<file path="src/rtl/sc_game_flow_ctrl.sv">
// Game-flow controller for the Frogger top level: lives, levels, timed respawn/level-up wait.
// Optional pause mode is compiled in with `define SC_GAME_FLOW_PAUSE_EN.
module sc_game_flow_ctrl #(
  parameter int LIVES_INIT  = 3,
  parameter int LIFE_WIDTH  = 2,
  parameter int LEVELS      = 4,
  parameter int LEVEL_WIDTH = 2,
  parameter int WAIT_CYCLES = 50000000,
  parameter int WAIT_WIDTH  = 26
) (
  input  logic                   SC_MAIN_STATEMACHINE_CLOCK_50,
  input  logic                   SC_MAIN_STATEMACHINE_RESET_InHigh,
  input  logic                   start_InLow,
  input  logic                   death_InLow,
  input  logic                   goal_InLow,
`ifdef SC_GAME_FLOW_PAUSE_EN
  input  logic                   pause_InLow,
`endif
  output logic [2:0]             state_out,
  output logic                   load_out,
  output logic                   play_en_out,
  output logic [LIFE_WIDTH-1:0]  lives_out,
  output logic [LEVEL_WIDTH-1:0] level_out,
  output logic                   gameover_out,
  output logic                   win_out
);

  typedef enum logic [2:0] {
    ST_IDLE     = 3'd0,
    ST_ARM      = 3'd1,
    ST_PLAY     = 3'd2,
    ST_RESPAWN  = 3'd3,
    ST_LEVELUP  = 3'd4,
    ST_GAMEOVER = 3'd5,
    ST_WIN      = 3'd6,
    ST_PAUSE    = 3'd7
  } state_t;

  localparam logic [LIFE_WIDTH-1:0]  LIVES_LOAD = LIFE_WIDTH'(LIVES_INIT);
  localparam logic [LIFE_WIDTH-1:0]  LIFE_ONE   = LIFE_WIDTH'(1);
  localparam logic [LEVEL_WIDTH-1:0] LEVEL_LAST = LEVEL_WIDTH'(LEVELS - 1);
  localparam logic [LEVEL_WIDTH-1:0] LEVEL_ONE  = LEVEL_WIDTH'(1);
  localparam logic [WAIT_WIDTH-1:0]  WAIT_LAST  = WAIT_WIDTH'(WAIT_CYCLES - 1);
  localparam logic [WAIT_WIDTH-1:0]  WAIT_ONE   = WAIT_WIDTH'(1);

  state_t                 state_q, state_d;
  logic [LIFE_WIDTH-1:0]  lives_q, lives_d;
  logic [LEVEL_WIDTH-1:0] level_q, level_d;
  logic [WAIT_WIDTH-1:0]  wait_q, wait_d;
  logic                   start_prev_q;
  logic                   start_edge;
  logic                   state_legal;

  // Buttons idle high, so the previous-value registers reset to 1 to avoid a phantom edge.
  assign start_edge = start_prev_q & ~start_InLow;

`ifdef SC_GAME_FLOW_PAUSE_EN
  logic pause_prev_q;
  logic pause_edge;

  assign pause_edge = pause_prev_q & ~pause_InLow;

  always_ff @(posedge SC_MAIN_STATEMACHINE_CLOCK_50 or posedge SC_MAIN_STATEMACHINE_RESET_InHigh) begin
    if (SC_MAIN_STATEMACHINE_RESET_InHigh) begin
      pause_prev_q <= 1'b1;
    end else begin
      pause_prev_q <= pause_InLow;
    end
  end
`endif

  // State register together with the counters it owns.
  always_ff @(posedge SC_MAIN_STATEMACHINE_CLOCK_50 or posedge SC_MAIN_STATEMACHINE_RESET_InHigh) begin
    if (SC_MAIN_STATEMACHINE_RESET_InHigh) begin
      state_q      <= ST_IDLE;
      lives_q      <= '0;
      level_q      <= '0;
      wait_q       <= '0;
      start_prev_q <= 1'b1;
    end else begin
      state_q      <= state_d;
      lives_q      <= lives_d;
      level_q      <= level_d;
      wait_q       <= wait_d;
      start_prev_q <= start_InLow;
    end
  end

  // Next-state and counter updates.
  always_comb begin
    state_d = state_q;
    lives_d = lives_q;
    level_d = level_q;
    wait_d  = wait_q;
    case (state_q)
      ST_IDLE: begin
        if (start_edge) begin
          state_d = ST_ARM;
          lives_d = LIVES_LOAD;
          level_d = '0;
        end
      end
      ST_ARM: begin
        state_d = ST_PLAY;
      end
      ST_PLAY: begin
        // death outranks goal, and both outrank a pause edge.
        if (!death_InLow) begin
          if (lives_q == LIFE_ONE) begin
            lives_d = '0;
            state_d = ST_GAMEOVER;
          end else begin
            lives_d = lives_q - LIFE_ONE;
            wait_d  = '0;
            state_d = ST_RESPAWN;
          end
        end else if (!goal_InLow) begin
          if (level_q == LEVEL_LAST) begin
            state_d = ST_WIN;
          end else begin
            level_d = level_q + LEVEL_ONE;
            wait_d  = '0;
            state_d = ST_LEVELUP;
          end
        end
`ifdef SC_GAME_FLOW_PAUSE_EN
        else if (pause_edge) begin
          state_d = ST_PAUSE;
        end
`endif
      end
      ST_RESPAWN, ST_LEVELUP: begin
        if (wait_q == WAIT_LAST) begin
          state_d = ST_ARM;
        end else begin
          wait_d = wait_q + WAIT_ONE;
        end
      end
      ST_GAMEOVER, ST_WIN: begin
        if (start_edge) begin
          state_d = ST_IDLE;
        end
      end
`ifdef SC_GAME_FLOW_PAUSE_EN
      ST_PAUSE: begin
        if (pause_edge) begin
          state_d = ST_PLAY;
        end
      end
`endif
      default: begin
        state_d = ST_IDLE;
      end
    endcase
  end

  // Moore outputs; an unreachable code drives everything but state_out to 0.
  always_comb begin
    load_out     = 1'b0;
    play_en_out  = 1'b0;
    gameover_out = 1'b0;
    win_out      = 1'b0;
    state_legal  = 1'b1;
    case (state_q)
      ST_IDLE:     ;
      ST_ARM:      load_out     = 1'b1;
      ST_PLAY:     play_en_out  = 1'b1;
      ST_RESPAWN:  ;
      ST_LEVELUP:  ;
      ST_GAMEOVER: gameover_out = 1'b1;
      ST_WIN:      win_out      = 1'b1;
`ifdef SC_GAME_FLOW_PAUSE_EN
      ST_PAUSE:    ;
`endif
      default:     state_legal  = 1'b0;
    endcase
    lives_out = state_legal ? lives_q : '0;
    level_out = state_legal ? level_q : '0;
  end

  assign state_out = state_q;

endmodule

</file>
<file path="config.mk">
export PLATFORM = sky130hd
export DESIGN_NAME = sc_game_flow_ctrl
export DESIGN_NICKNAME = d
export VERILOG_FILES = /design/src/rtl/sc_game_flow_ctrl.sv
export SDC_FILE = /design/constraint.sdc
export NUM_CORES = 1
export LEC_CHECK = 0
export CAP_MARGIN = 20
export CORE_UTILIZATION = 55
export CTS_BUF_LIST = sky130_fd_sc_hd__clkbuf_8
export CTS_CLUSTER_DIAMETER = 120
export CTS_CLUSTER_SIZE = 10
export DETAILED_ROUTE_END_ITERATION = 16
export GPL_TIMING_DRIVEN = 0
export PLACE_DENSITY_LB_ADDON = 0.05
export SLEW_MARGIN = 20
export SYNTH_ARGS = -nofsm -noshare
export SYNTH_HDL_FRONTEND = slang
export SYNTH_SLANG_ARGS = --single-unit
</file>
<file path="constraint.sdc">
create_clock -name SC_MAIN_STATEMACHINE_CLOCK_50 -period 3.05 [get_ports SC_MAIN_STATEMACHINE_CLOCK_50]
set_input_delay 0.4575 -clock SC_MAIN_STATEMACHINE_CLOCK_50 [delete_from_list [all_inputs] [get_ports SC_MAIN_STATEMACHINE_CLOCK_50]]
set_output_delay 0.4575 -clock SC_MAIN_STATEMACHINE_CLOCK_50 [all_outputs]
set_load 0.02 [all_outputs]
</file>
# Word level (Yosys, flattened, before mapping)
# Index checks and enable logic that the tools add are counted.
# word_totals
wordCells,70
output_inout_bits,11
reg_bits,34
# classes
n_mux,30
eq_ne,20
add_sub_neg,3
n_reduce_logical,10
bitwise_logic,2
# op_table
cell,n
26-bit two-way mux,5
26-bit one-hot mux with 2 select lines,1
"26-bit by 1-bit adder with 26-bit output, second input constant",1
"26-bit equality test, second input constant",1
2-bit two-way mux,10
3-bit two-way mux,6
"2-bit != test, second input constant",8
3-bit one-hot mux with 5 select lines,1
5-bit AND reduction,2
"3-bit equality test, second input constant",3
"3-bit != test, second input constant",3
2-bit one-hot mux with 2 select lines,2
7-bit OR reduction,1
"3-bit by 2-bit equality test with 1-bit output, second input constant",2
1-bit two-way mux,5
4-bit AND reduction,1
2-bit nonzero test,2
2-bit OR reduction,2
"3-bit by 1-bit equality test with 1-bit output, second input constant",1
3-bit zero test,1
3-bit AND reduction,1
"2-bit by 1-bit adder with 2-bit output, second input constant",1
"2-bit by 1-bit equality test with 1-bit output, second input constant",1
"2-bit equality test, second input constant",1
other kinds (3),3

# Logic depth before layout (Yosys ltp)
# depth
depth_word,5
ltp_mapped,8
ltp_nobuf,6

# Least setup slack after synthesis
# OpenSTA, ideal clock, no wires.
# synth_path
kind,flip-flop to flip-flop
start,register wait_q[7]
end,register wait_q[12]
slack_ns,0.920
path_buffers,3
arrival_ns,2.006
stages_incl_launch_ff,9
cell_sequence,dfrtp_1 -> buf_6 -> or2_0 -> or4_1 -> buf_2 -> o21a_1 -> buf_6 -> and3_1 -> a211o_1
# synth_via
elab_chain_len,3
elab_cells_between_ends,6
classes_between,add/sub: 1; eq/ne: 2; mux: 2; reduce/logical: 1
# synth_rtl
item,line,text
"start, declared",49,"logic [WAIT_WIDTH-1:0] wait_q, wait_d;"
"start signal, assigned",84,wait_q <= wait_d;
26-bit by 1-bit adder with 26-bit output / 26-bit equality test (equally long branches),"136, 133",
26-bit two-way mux / 2-bit != test (equally long branches),--,
26-bit one-hot mux with 2 select lines / 5-bit AND reduction (equally long branches),--,
# Parallel ways exist; a longest one is shown, timed or not. The select of a mux whose other input is x is not followed.
# A chain may end at the register's enable or synchronous reset.

# Worst setup path in the final report
# layout_path
start,"register state_q[0], in the netlist state_out[0]"
end,output level_out[0]
# layout_via
elab_chain_len,4
elab_cells_between_ends,10
classes_between,eq/ne: 6; mux: 2; reduce/logical: 2
# layout_rtl
item,line,text
"start, declared",46,"state_t state_q, state_d;"
"start signal, assigned",81,state_q <= state_d;
3-bit equality test (tied with other cells),164,case (state_q)
7-bit OR reduction (no line) *,--,
1-bit two-way mux *,164,
2-bit two-way mux *,178,level_out = state_legal ? level_q : '0;
"end, declared",23,"output logic [LEVEL_WIDTH-1:0] level_out,"
# Mark *: on every way between the ends. The rest lies on a longest branch, timed or not.

==> flow_metrics.tcl <==
set metrics [dict create \
    die_w_um 63.7 \
    dr.pass1.iters 4 \
    global_route.usage.met2 0.387 \
    synth_edf_count 0 \
    path_clk_slew_ns 0.07 \
    ant_nets 0 \
    viasPerCell 6.19 \
    yosysTopAreaCell "dfrtp_1" \
    utilization 0.659 \
    busiest_layer "met2" \
    die_h_um 63.7 \
    crit_type "reg -> out" \
    async_reset_ff_frac 1.00 \
    routed_wl_um 4860 \
    crit_path_start_kind "register" \
    area_delta_synth_final_pct 15.1 \
    drt-wirelength-per-cell_um 15.5 \
    sequentialPowerShare 0.336 \
    clockPowerShare 0.207 \
    clockBufferDepth 2 \
    dp_hpwl_um 3280 \
    rsz0062_at_grt "false" \
    hp-class "reg -> reg" \
    min_period_ns 2.48 \
    setup_viol 0 \
    ys_seq_elements 34 \
    outcome "finished, final reports clean" \
    critPathLaunch "state_out[0]$_DFFE_PP0P_" \
    drc 0 \
    clock-sinks 34 \
    grt_pass1_wl_um 8420 \
    grt_max_degree 35 \
    crit_path_max_fanout 10 \
    synth_area_leaders "dfrtp_1 (39%), nand2_1 (4.1%), a211o_1 (3.3%)" \
    regToRegStartpoint "wait_q[0]$_DFFE_PP0P_" \
    fp.dieArea_um2 4060 \
    place_congestion 0.836 \
    avgSynthCellArea_um2 8.63 \
    cts_tree "yes" \
    synth_top_area_share 0.394 \
    maxSlewHeadroom 0.524 \
    synth_commonest_cells "dfrtp_1 (33), nand2_1 (23), o21ai_0 (14)" \
    postLayoutCellArea_um2 2410 \
    grt_pass1_vias 1798 \
    final_hold_viol_count 0 \
    finalCritPeriodShare 0.813 \
    drt_iter0_markers 222 \
    io_pins 16 \
    placed_area_um2 2300 \
    p_total_w 0.00195 \
    grt.overflow.total 0 \
    combPwrFrac 0.457 \
    p_per_area_nw_per_um2 807 \
    root_buffer "clkbuf_8" \
    antenna_found_initial 0 \
    timing.rr.end "wait_q[22]$_DFFE_PP0P_" \
    diodes 0 \
    reg2reg_setup_slack_ns 0.65 \
    post_cts_buffers 0 \
    syn_inst 243 \
    fin_nets 272 \
    rows 22 \
    synthesis.area_um2 2100 \
    synth_cell_types 48 \
    reg2reg_depth 6 \
    worstSkewPairLatency_ns 0.30 \
    p_int_w 0.00111 \
    numCtsBuffers 5 \
    leakage_nw 1.04 \
    synth_fp_nets 251 \
    cts_resized 0 \
    peakVddDrop_mv 0.479 \
    ys_warn_count 0 \
    grt_use_total 0.270 \
    tightest_slew_ns 0.712 \
    drv_slew 0 \
    endpoint "level_out[0]" \
    io_buffer_count 14 \
    fmax_mhz 403 \
    synth_most_common_cell "dfrtp_1" \
    p_sw_frac 0.433 \
    ys.flop_type "dfrtp_1" \
    drive_gt1_frac 0.0755 \
    initial_core_util 0.573 \
    vias 1937 \
    fin_worst_skew_ns 0.00673 \
    cap_violations 0 \
    grtUsageMet1 0.382 \
    arrival_ns 2.02 \
    cts_hold_buf 0 \
    yosysSeqAreaShare 0.406 \
    htree_levels 2 \
    cp-end-kind "output port" \
    core_um2 3660 \
    worstPathRequired_ns 2.59 \
    fin_setup_tns_ns 0 \
    met3_usage 0.0732 \
    p_sw_w 0.000843 \
]
cell usage in the layout (no fill, tap or decap), types with 3 or more instances in the layout:
master	synthesis	final
nand4_1	10	10
and3_1	11	11
inv_1	10	9
nor4_1	6	5
nor2_1	13	13
nand2_1	23	23
o31ai_1	4	4
clkdlybuf4s50_1	0	14
a211o_1	8	8
nor3_1	11	11
ha_1	3	3
and2_1	5	5
nand3_1	12	12
dfrtp_1	33	33
o21ai_0	14	14
a22o_1	4	4
or4_1	4	4
a31oi_1	11	11
buf_2	4	4
clkbuf_1	6	6
a21oi_1	13	13
clkbuf_8	0	8
power groups by stage:
stage / combinational (W) / clock [W] / sequential, W
after global placement: 0.000871 / 0 / 0.000655
after detailed placement: 0.000876 / 0 / 0.000657
final: 0.000891 / 0.000403 / 0.000654
after global routing: 0.000980 / 0.000421 / 0.000665
after floorplan: 0.000585 / 0 / 0.000653
after CTS: 0.000881 / 0.000407 / 0.000650
state kept, by name, indices dropped and copies added (netlist names):
signal / count
level_q: 2
wait_q: 26
state_out: 3
start_prev_q: 1
lives_q: 2
worst max-delay path: stages, from the launching register on:
cell             delay (ns)
dfrtp_1                0.46
clkbuf_1               0.34
nand3_1                0.20
and2_1                 0.20
clkdlybuf4s50_1        0.53
layout make-up:
type / instances / area (µm²)
plain buffers: 14 / 76.3
clock buffers: 8 / 110
fillers: 319 / 1250
inverters: 10 / 37.5
multi-input cells: 185 / 1140
flip-flops and latches: 34 / 852
well taps: 48 / 60.1
repair buffers: 14 / 140
routing by layer:
layer | wire (µm) | part of all wire
met5 | 0 | 0
met4 | 75 | 0.015
met3 | 241 | 0.050
met2 | 2070 | 0.42
met1 | 2480 | 0.51
stage by stage:
step	setup WS, ns	std cells	hold slack (ns)
3_5_place_dp	0.602	305	0.508
5_1_grt	0.419	313	0.557
2_1_floorplan	0.920	243	0.462
4_1_cts	0.584	313	0.523
6_report	0.569	313	0.515
3_3_place_gp	0.627	305	0.507
cell families after synthesis:
group,count (synthesis),share of synthesized area
and+or+nand+nor,108,0.274
AOI/OAI and AO/OA,72,0.239
xor gates and xnor gates,1,0.00418
muxes,1,0.00477
buffers and inverters,24,0.0543
adders and majority gates,3,0.0179
DFF,34,0.406
worst min path at each step:
stage / from / end / slack [ns] / cells after the start
after floorplan: start_InLow / start_prev_q$_DFF_PP1_ / 0.46 / 0
after global placement: level_q[1]$_DFFE_PP0P_ / level_q[1]$_DFFE_PP0P_ / 0.51 / 1
after detailed placement: level_q[1]$_DFFE_PP0P_ / level_q[1]$_DFFE_PP0P_ / 0.51 / 1
after CTS: level_q[0]$_DFFE_PP0P_ / level_q[0]$_DFFE_PP0P_ / 0.52 / 1
after global routing: level_q[0]$_DFFE_PP0P_ / level_q[0]$_DFFE_PP0P_ / 0.56 / 1
final: level_q[0]$_DFFE_PP0P_ / level_q[0]$_DFFE_PP0P_ / 0.51 / 1
(Power assumes the default switching activity.)
